<file path="config.mk">
export PLATFORM = sky130hd
export DESIGN_NAME = sci_alu_seq
export DESIGN_NICKNAME = d
export VERILOG_FILES = /design/src/rtl/sci_alu_seq.sv
export SDC_FILE = /design/constraint.sdc
export NUM_CORES = 2
export LEC_CHECK = 0
export BUFFER_PORTS_ARGS = -buffer_cell sky130_fd_sc_hd__buf_2
export CORE_UTILIZATION = 31
export DETAILED_ROUTE_END_ITERATION = 12
export PLACE_DENSITY = 0.5
export SETUP_SLACK_MARGIN = 0.02
export SLEW_MARGIN = 20
export SYNTH_ARGS = -nofsm -noshare
export SYNTH_HDL_FRONTEND = slang
export SYNTH_SLANG_ARGS = --single-unit
</file>
<file path="constraint.sdc">
create_clock -name clk -period 3.7 [get_ports clk]
set_input_delay 0.555 -clock clk [delete_from_list [all_inputs] [get_ports clk]]
set_output_delay 0.555 -clock clk [all_outputs]
set_load 0.05 [all_outputs]
</file>
<file path="src/rtl/sci_alu_seq.sv">
// rtl/sci_alu_seq.sv - clocked integer ALU with valid/ready handshake and iterative divider
module sci_alu_seq #(
  parameter int WIDTH = 32,
  parameter int SHW   = 5
) (
  input  logic             clk,
  input  logic             rst_n,
  input  logic             enable,
  input  logic             in_valid,
  output logic             in_ready,
  input  logic [3:0]       opcode,
  input  logic [WIDTH-1:0] a,
  input  logic [WIDTH-1:0] b,
  output logic             out_valid,
  output logic [WIDTH-1:0] result,
  output logic             excep,
  output logic             err,
  output logic             busy
);

  typedef enum logic [1:0] {S_IDLE, S_DIV, S_DONE} state_t;

  localparam logic [WIDTH-1:0] W_VAL    = WIDTH'(WIDTH);
  localparam logic [SHW:0]     CNT_INIT = (SHW+1)'(WIDTH);

  state_t             state;
  logic [SHW:0]       count;
  logic [WIDTH-1:0]   quo;
  logic [WIDTH-1:0]   rem;
  logic [WIDTH-1:0]   divisor;
  logic               is_mod;
  logic               div_zero;
  logic               out_valid_q;
  logic               p_valid;
  logic [WIDTH-1:0]   p_result;
  logic               p_excep;
  logic               p_err;

  logic               accept;
  logic               is_div_op;
  logic [WIDTH:0]     sum;
  logic [WIDTH:0]     diff;
  logic [2*WIDTH-1:0] prod;
  logic               shift_big;
  logic [WIDTH:0]     rem_sub;
  logic [WIDTH-1:0]   sc_result;
  logic               sc_excep;
  logic               sc_err;

  assign in_ready  = enable && !busy;
  assign accept    = in_valid && in_ready;
  assign out_valid = out_valid_q && enable;
  assign is_div_op = (opcode == 4'h3) || (opcode == 4'h4);

  // Sign of the trial subtraction tells whether the shifted remainder covers the divisor.
  assign rem_sub = {rem, quo[WIDTH-1]} - {1'b0, divisor};

  always_comb begin
    sc_result = '0;
    sc_excep  = 1'b0;
    sc_err    = 1'b0;
    sum       = {1'b0, a} + {1'b0, b};
    diff      = {1'b0, a} - {1'b0, b};
    prod      = {{WIDTH{1'b0}}, a} * {{WIDTH{1'b0}}, b};
    shift_big = (b >= W_VAL);
    case (opcode)
      4'h0: begin sc_result = sum[WIDTH-1:0];  sc_excep = sum[WIDTH];  end
      4'h1: begin sc_result = diff[WIDTH-1:0]; sc_excep = diff[WIDTH]; end
      4'h2: begin sc_result = prod[WIDTH-1:0]; sc_excep = |prod[2*WIDTH-1:WIDTH]; end
      4'h5: sc_result = a & b;
      4'h6: sc_result = a | b;
      4'h7: sc_result = a ^ b;
      4'h8: begin
        sc_result = shift_big ? '0 : (a << b[SHW-1:0]);
        sc_excep  = shift_big;
      end
      4'h9: begin
        sc_result = shift_big ? '0 : (a >> b[SHW-1:0]);
        sc_excep  = shift_big;
      end
      4'hA: sc_result = (a < b) ? a : b;
      4'hB: sc_result = (a < b) ? b : a;
      4'hC: sc_result = a;
      4'hD: sc_result = b;
      4'hE: sc_result = {{(WIDTH-1){1'b0}}, (a < b)};
      default: sc_err = (opcode == 4'hF);
    endcase
  end

  always_ff @(posedge clk or negedge rst_n) begin
    if (!rst_n) begin
      state       <= S_IDLE;
      count       <= '0;
      quo         <= '0;
      rem         <= '0;
      divisor     <= '0;
      is_mod      <= 1'b0;
      div_zero    <= 1'b0;
      out_valid_q <= 1'b0;
      p_valid     <= 1'b0;
      p_result    <= '0;
      p_excep     <= 1'b0;
      p_err       <= 1'b0;
      result      <= '0;
      excep       <= 1'b0;
      err         <= 1'b0;
      busy        <= 1'b0;
    end else if (enable) begin
      out_valid_q <= 1'b0;
      p_valid     <= 1'b0;
      if (p_valid) begin
        result      <= p_result;
        excep       <= p_excep;
        err         <= p_err;
        out_valid_q <= 1'b1;
      end
      case (state)
        S_IDLE: begin
          if (accept && is_div_op) begin
            is_mod  <= (opcode == 4'h4);
            divisor <= b;
            busy    <= 1'b1;
            if (b == '0) begin
              quo      <= '1;
              rem      <= a;
              div_zero <= 1'b1;
              state    <= S_DONE;
            end else begin
              quo      <= a;
              rem      <= '0;
              count    <= CNT_INIT;
              div_zero <= 1'b0;
              state    <= S_DIV;
            end
          end else if (accept) begin
            p_valid  <= 1'b1;
            p_result <= sc_result;
            p_excep  <= sc_excep;
            p_err    <= sc_err;
          end
        end
        S_DIV: begin
          if (!rem_sub[WIDTH]) begin
            rem <= rem_sub[WIDTH-1:0];
            quo <= {quo[WIDTH-2:0], 1'b1};
          end else begin
            rem <= {rem[WIDTH-2:0], quo[WIDTH-1]};
            quo <= {quo[WIDTH-2:0], 1'b0};
          end
          count <= count - 1'b1;
          if (count == 1) state <= S_DONE;
        end
        S_DONE: begin
          result      <= is_mod ? rem : quo;
          excep       <= 1'b0;
          err         <= div_zero;
          out_valid_q <= 1'b1;
          busy        <= 1'b0;
          state       <= S_IDLE;
        end
        default: state <= S_IDLE;
      endcase
    end
  end

endmodule
</file>
Word level (Yosys, flattened, before mapping)
Cells that the tools add are included.
{"block": "totals", "output_inout_bits": 37, "reg_bits": 177}
{"block": "classes", "order_cmp": 2, "n_reduce_logical": 22, "n_bitwise": 4, "addsub": 4, "n_mux": 37, "mul": 1, "shift": 2, "eq_ne": 21}
{"cell": "32-bit case mux with 13 select lines", "n": 1}
{"cell": "32-bit 2-to-1 mux", "n": 12}
{"cell": "32-bit case mux with 2 select lines", "n": 2}
{"cell": "32-bit by 32-bit multiplier with 64-bit output", "n": 1}
{"cell": "32-bit by 32-bit adder with 33-bit output", "n": 1}
{"cell": "32-bit by 32-bit subtractor with 33-bit output", "n": 1}
{"cell": "33-bit by 32-bit subtractor with 33-bit output", "n": 1}
{"cell": "32-bit bitwise AND", "n": 1}
{"cell": "4-bit == test, second input constant", "n": 8}
{"cell": "32-bit by 6-bit greater-or-equal comparator with 1-bit output, second input constant", "n": 1}
{"cell": "32-bit logical NOT", "n": 1}
{"cell": "32-bit < comparator", "n": 1}
{"cell": "32-bit OR", "n": 1}
{"cell": "32-bit OR reduction", "n": 1}
{"cell": "32-bit by 5-bit left shift with 32-bit output", "n": 1}
{"cell": "32-bit by 5-bit >> shifter with 32-bit output", "n": 1}
{"cell": "32-bit bitwise XOR", "n": 1}
{"cell": "4-bit by 3-bit == test with 1-bit output, second input constant", "n": 4}
{"cell": "1-bit 2-to-1 mux", "n": 13}
{"cell": "13-bit OR reduction", "n": 1}
{"cell": "6-bit 2-to-1 mux", "n": 2}
{"cell": "6-bit case mux with 2 select lines", "n": 1}
{"cell": "3-bit AND reduction", "n": 4}
{"cell": "4-bit by 2-bit == test with 1-bit output, second input constant", "n": 2}
{"cell": "20 further kinds", "n": 30}

Depth between registers and ports, before layout
{"block": "depth", "word_depth": 6, "depth_mapped": 34, "ltp_nobuf": 29}

Worst setup path after synthesis
Ideal clock, no wire load.
{"block": "synth_path", "path_kind": "input-to-reg", "start": "in b[2]", "end": "reg p_excep", "setup_slack_ps": -5375, "t_arrival_ps": 8944, "n_path_buf": 5, "setup_ps": 132, "required_time_ps": 3568, "stages": 30, "path_cell_list": "inv_1 > buf_1 > clkbuf_1 > clkbuf_1 > buf_1 > nor2_1 > fa_1 > fa_1 > fa_1 > inv_1 > fa_1 > inv_1 > fa_1 > fa_1 > fa_1 > fa_1 > ha_1 > buf_2 > a21o_1 > a31oi_1 > o221ai_1 > a31oi_1 > o21ba_2 > o311ai_2 > a2111oi_0 > mux2i_1 > nand2_1 > a2111oi_0 > nor4b_1 > a21boi_1"}
{"block": "synth_between", "elab_chain_len": 3}
{"element": "start, declared", "line_no": "13", "text": "input logic [WIDTH-1:0] b,"}
{"element": "32-bit by 32-bit multiplier with 64-bit output", "line_no": "64", "text": "prod = {{WIDTH{1'b0}}, a} * {{WIDTH{1'b0}}, b};"}
{"element": "32-bit OR reduction", "line_no": "69", "text": "4'h2: begin sc_result = prod[WIDTH-1:0]; sc_excep = |prod[2*WIDTH-1:WIDTH]; end"}
{"element": "1-bit case mux with 4 select lines *", "line_no": "66", "text": "case (opcode)"}
{"element": "end signal, assigned", "line_no": "138", "text": "p_excep <= sc_excep;"}
{"element": "end, declared", "line_no": "36", "text": "logic p_excep;"}
Mark *: on every way between the ends. The rest lies on a longest branch, timed or not.
A chain may end at the register's enable or synchronous reset.

Worst setup path in the final report
Ends and elaborated chain as after synthesis.

==> results.sh <==
export IMPL_fillers=16200
export IMPL_fmax_mhz=125
export IMPL_wl_mm=254
export IMPL_hold_path_class="in -> async"
export IMPL_io_buffers=108
export IMPL_first_global_vias=51600
export IMPL_ys_flop_type="dfrtp_1"
export IMPL_min_period_over_period_pct=216
export IMPL_rsz0062_at_grt="yes"
export IMPL_grt_max_degree=82
export IMPL_syn_nets=7482
export IMPL_detail_route_antenna_nets=0
export IMPL_core_area_um2=161000
export IMPL_hold_ws_ns=0.125
export IMPL_synth_largest_area_cell="fa_1"
export IMPL_start_util_pct=31.2
export IMPL_layout_common_cells="buf_4 (1114), fa_1 (866), nor2_1 (803)"
export IMPL_crit_type="in -> reg"
export IMPL_syn_area_um2=50200
export IMPL_cp_slowest_cell="fa_2"
export IMPL_cp_arrival_ns=8.38
export IMPL_status="complete, but fails checks"
export IMPL_dp_hpwl_mm=213
export IMPL_dieArea_um2=164000
export IMPL_dr_pass1_iters=6
export IMPL_netlist_instances=6117
export IMPL_final_hold_viol_count=0
export IMPL_path_clk_slew_ns=0.11
export IMPL_place_inst=9192
export IMPL_numCtsBuffers=17
export IMPL_ys_ff_latch=177
export IMPL_cts_htree_levels=4
export IMPL_rows=147
export IMPL_cp_buffers_inverters=10
export IMPL_setup_viol=38
export IMPL_multi_input_area_um2=43800
export IMPL_area_growth_pct=35.0
export IMPL_min_period_ns=8.00
export IMPL_final_common_cell="buf_4"
export IMPL_routedWlPerCell_um=27.2
export IMPL_crit_fanout=5
export IMPL_tightestPinTransition_ns=1.05
export IMPL_clock_path_buffers=2
export IMPL_avgSynthCellArea_um2=8.21
export IMPL_crit_path_frequent_cell="fa_1"
export IMPL_drc_errors=0
export IMPL_slew_violations=0
export IMPL_synth_cell_types=89
export IMPL_cts_tree="built"
export IMPL_setup_slack_ns=-4.30
export IMPL_r2r_end="rem[16]$_DFFE_PN0P_"
export IMPL_clock_skew_ns=0.0378
export IMPL_critPathCaptureType="register"
export IMPL_clkLatencyLatePin_ns=0.48
export IMPL_reg2regPathDepth=16
export IMPL_worstPathRequired_ns=4.07
export IMPL_track_usage_pct=31.1
export IMPL_fp_dieH_um=404
export IMPL_vias=50200
export IMPL_synth_edf_count=0
export IMPL_first_iter_violations=4690
export IMPL_fin_nets=8513
export IMPL_relSlewSlack_pct=29.6
export IMPL_seqCellArea_um2=4430
export IMPL_grt_overflow=0
export IMPL_final_setup_tns_ns=-85.94
export IMPL_synth_area_leaders="fa_1 (36%), ha_1 (9.8%), dfrtp_1 (8.8%), nor2_1 (6.7%), inv_1 (6.2%)"
export IMPL_critical_path_top_delay_family="adder cells"
export IMPL_chipWidth_um=404
export IMPL_violations="setup timing"
export IMPL_rrSetupSlack_ns=0.21
export IMPL_maxCapViolCount=0
export IMPL_synth_warnings=0
export IMPL_layout_drive_gt1_share_pct=28.2
export IMPL_synth_top_area_share_pct=35.8
export IMPL_root_buffer="clkbuf_16"
export IMPL_io_pins=109
export IMPL_worstReg2RegStart="quo[31]$_DFFE_PN0P_"
export IMPL_critPathLaunchType="primary input"
export IMPL_slowest_delay_ns=0.54
export IMPL_stdcell_count=9324
export IMPL_grt_antenna_before_repair=20
export IMPL_yosysSeqAreaShare_pct=8.82
export IMPL_via_per_inst=5.38
export IMPL_gp_congestion=1.02
export IMPL_cts_num_sinks=177
export IMPL_async_reset_ff_share_pct=100
export IMPL_grt_first_pass_wirelength_mm=368
[metrics by stage]
stage | utilization, % | setup WS [ns] | cell area (um^2)
global route | 42.2 | -4.51 | 67800
detailed placement | 39.0 | -5.16 | 62800
finish | 42.2 | -4.30 | 67800
floorplan | - | -4.23 | 51000
CTS | 41.3 | -4.39 | 66400
global placement | 39.0 | -5.15 | 62800
[routing by layer]
metal | wire length, um | global-route usage [%] | vias up
met4 | 13400 | 13.6 | 16
met1 | 107000 | 42.5 | 25600
li1 | - | - | 21900
met2 | 114000 | 48.4 | 2145
met3 | 19700 | 4.96 | 450
met5 | 90 | 0 | -
[flip-flops by register name, summed over array words and instances (netlist names), 2 cells and up]
name / count
count: 6
divisor: 32
p_result: 32
quo: 32
rem: 32
result: 32
state: 2
[Yosys cell counts, types with 13 or more instances]
library cell,n
or3_1,17
a221o_1,16
o21ai_0,328
dfrtp_1,177
xor2_1,27
a21o_1,59
o211ai_1,39
mux4_2,21
a222oi_1,16
nand3_1,52
buf_2,14
clkbuf_1,313
nand4_1,31
nor2b_1,19
o22ai_1,65
ha_1,394
a21oi_1,298
a211oi_1,33
xnor2_1,61
nand2b_1,39
a31oi_1,50
clkinv_1,24
o21bai_1,23
a22o_1,13
inv_1,826
nor4_1,30
a211o_1,13
mux2i_1,96
buf_1,93
nor2_1,893
fa_1,899
nand2_1,766
a221oi_1,37
o221ai_1,23
nor3_1,70
a22oi_1,24
mux2_2,21
and3_1,15
and2_1,13
[area by class of cell]
type / count / share of cell area [%]
inverter: 853 / 4.94
multi-input combinational: 4661 / 64.6
antenna: 3 / 0.0111
timing repair buffer: 1438 / 19.0
sequential: 177 / 6.54
tap: 2160 / 3.99
clock buffer: 18 / 0.633
clock inverter: 14 / 0.303
[worst max path at each step]
stage / startpoint / end / cells after the start
finish: b[2] / p_excep$_DFFE_PN0P_ / 32
global route: a[16] / p_excep$_DFFE_PN0P_ / 30
CTS: b[21] / p_excep$_DFFE_PN0P_ / 29
detailed placement: a[22] / p_excep$_DFFE_PN0P_ / 28
global placement: a[22] / p_excep$_DFFE_PN0P_ / 29
floorplan: b[2] / p_excep$_DFFE_PN0P_ / 30
[cells by family after synthesis]
logic type / share of synthesized area, %
AND/OR/NAND/NOR: 16.1
adder cells (fa/ha/maj): 45.7
buffers and inverters: 9.67
AO/OA/AOI/OAI: 14.8
flip-flops: 8.82
multiplexers: 3.33
XOR/XNOR: 1.68
[timing repair]
| action | CTS | global route |
|---|---|---|
| setup endpoints to repair | 55 | 64 |
| cloned | 8 | 0 |
| buffers inserted | 64 | 34 |
| resized for setup | 547 | 257 |
| hold buffers | 0 | 0 |
| pin swaps | 169 | 197 |
Power is left out: the tool's default activity adds up to more than one toggle a clock period on the data nets, which glitch-free logic cannot reach.
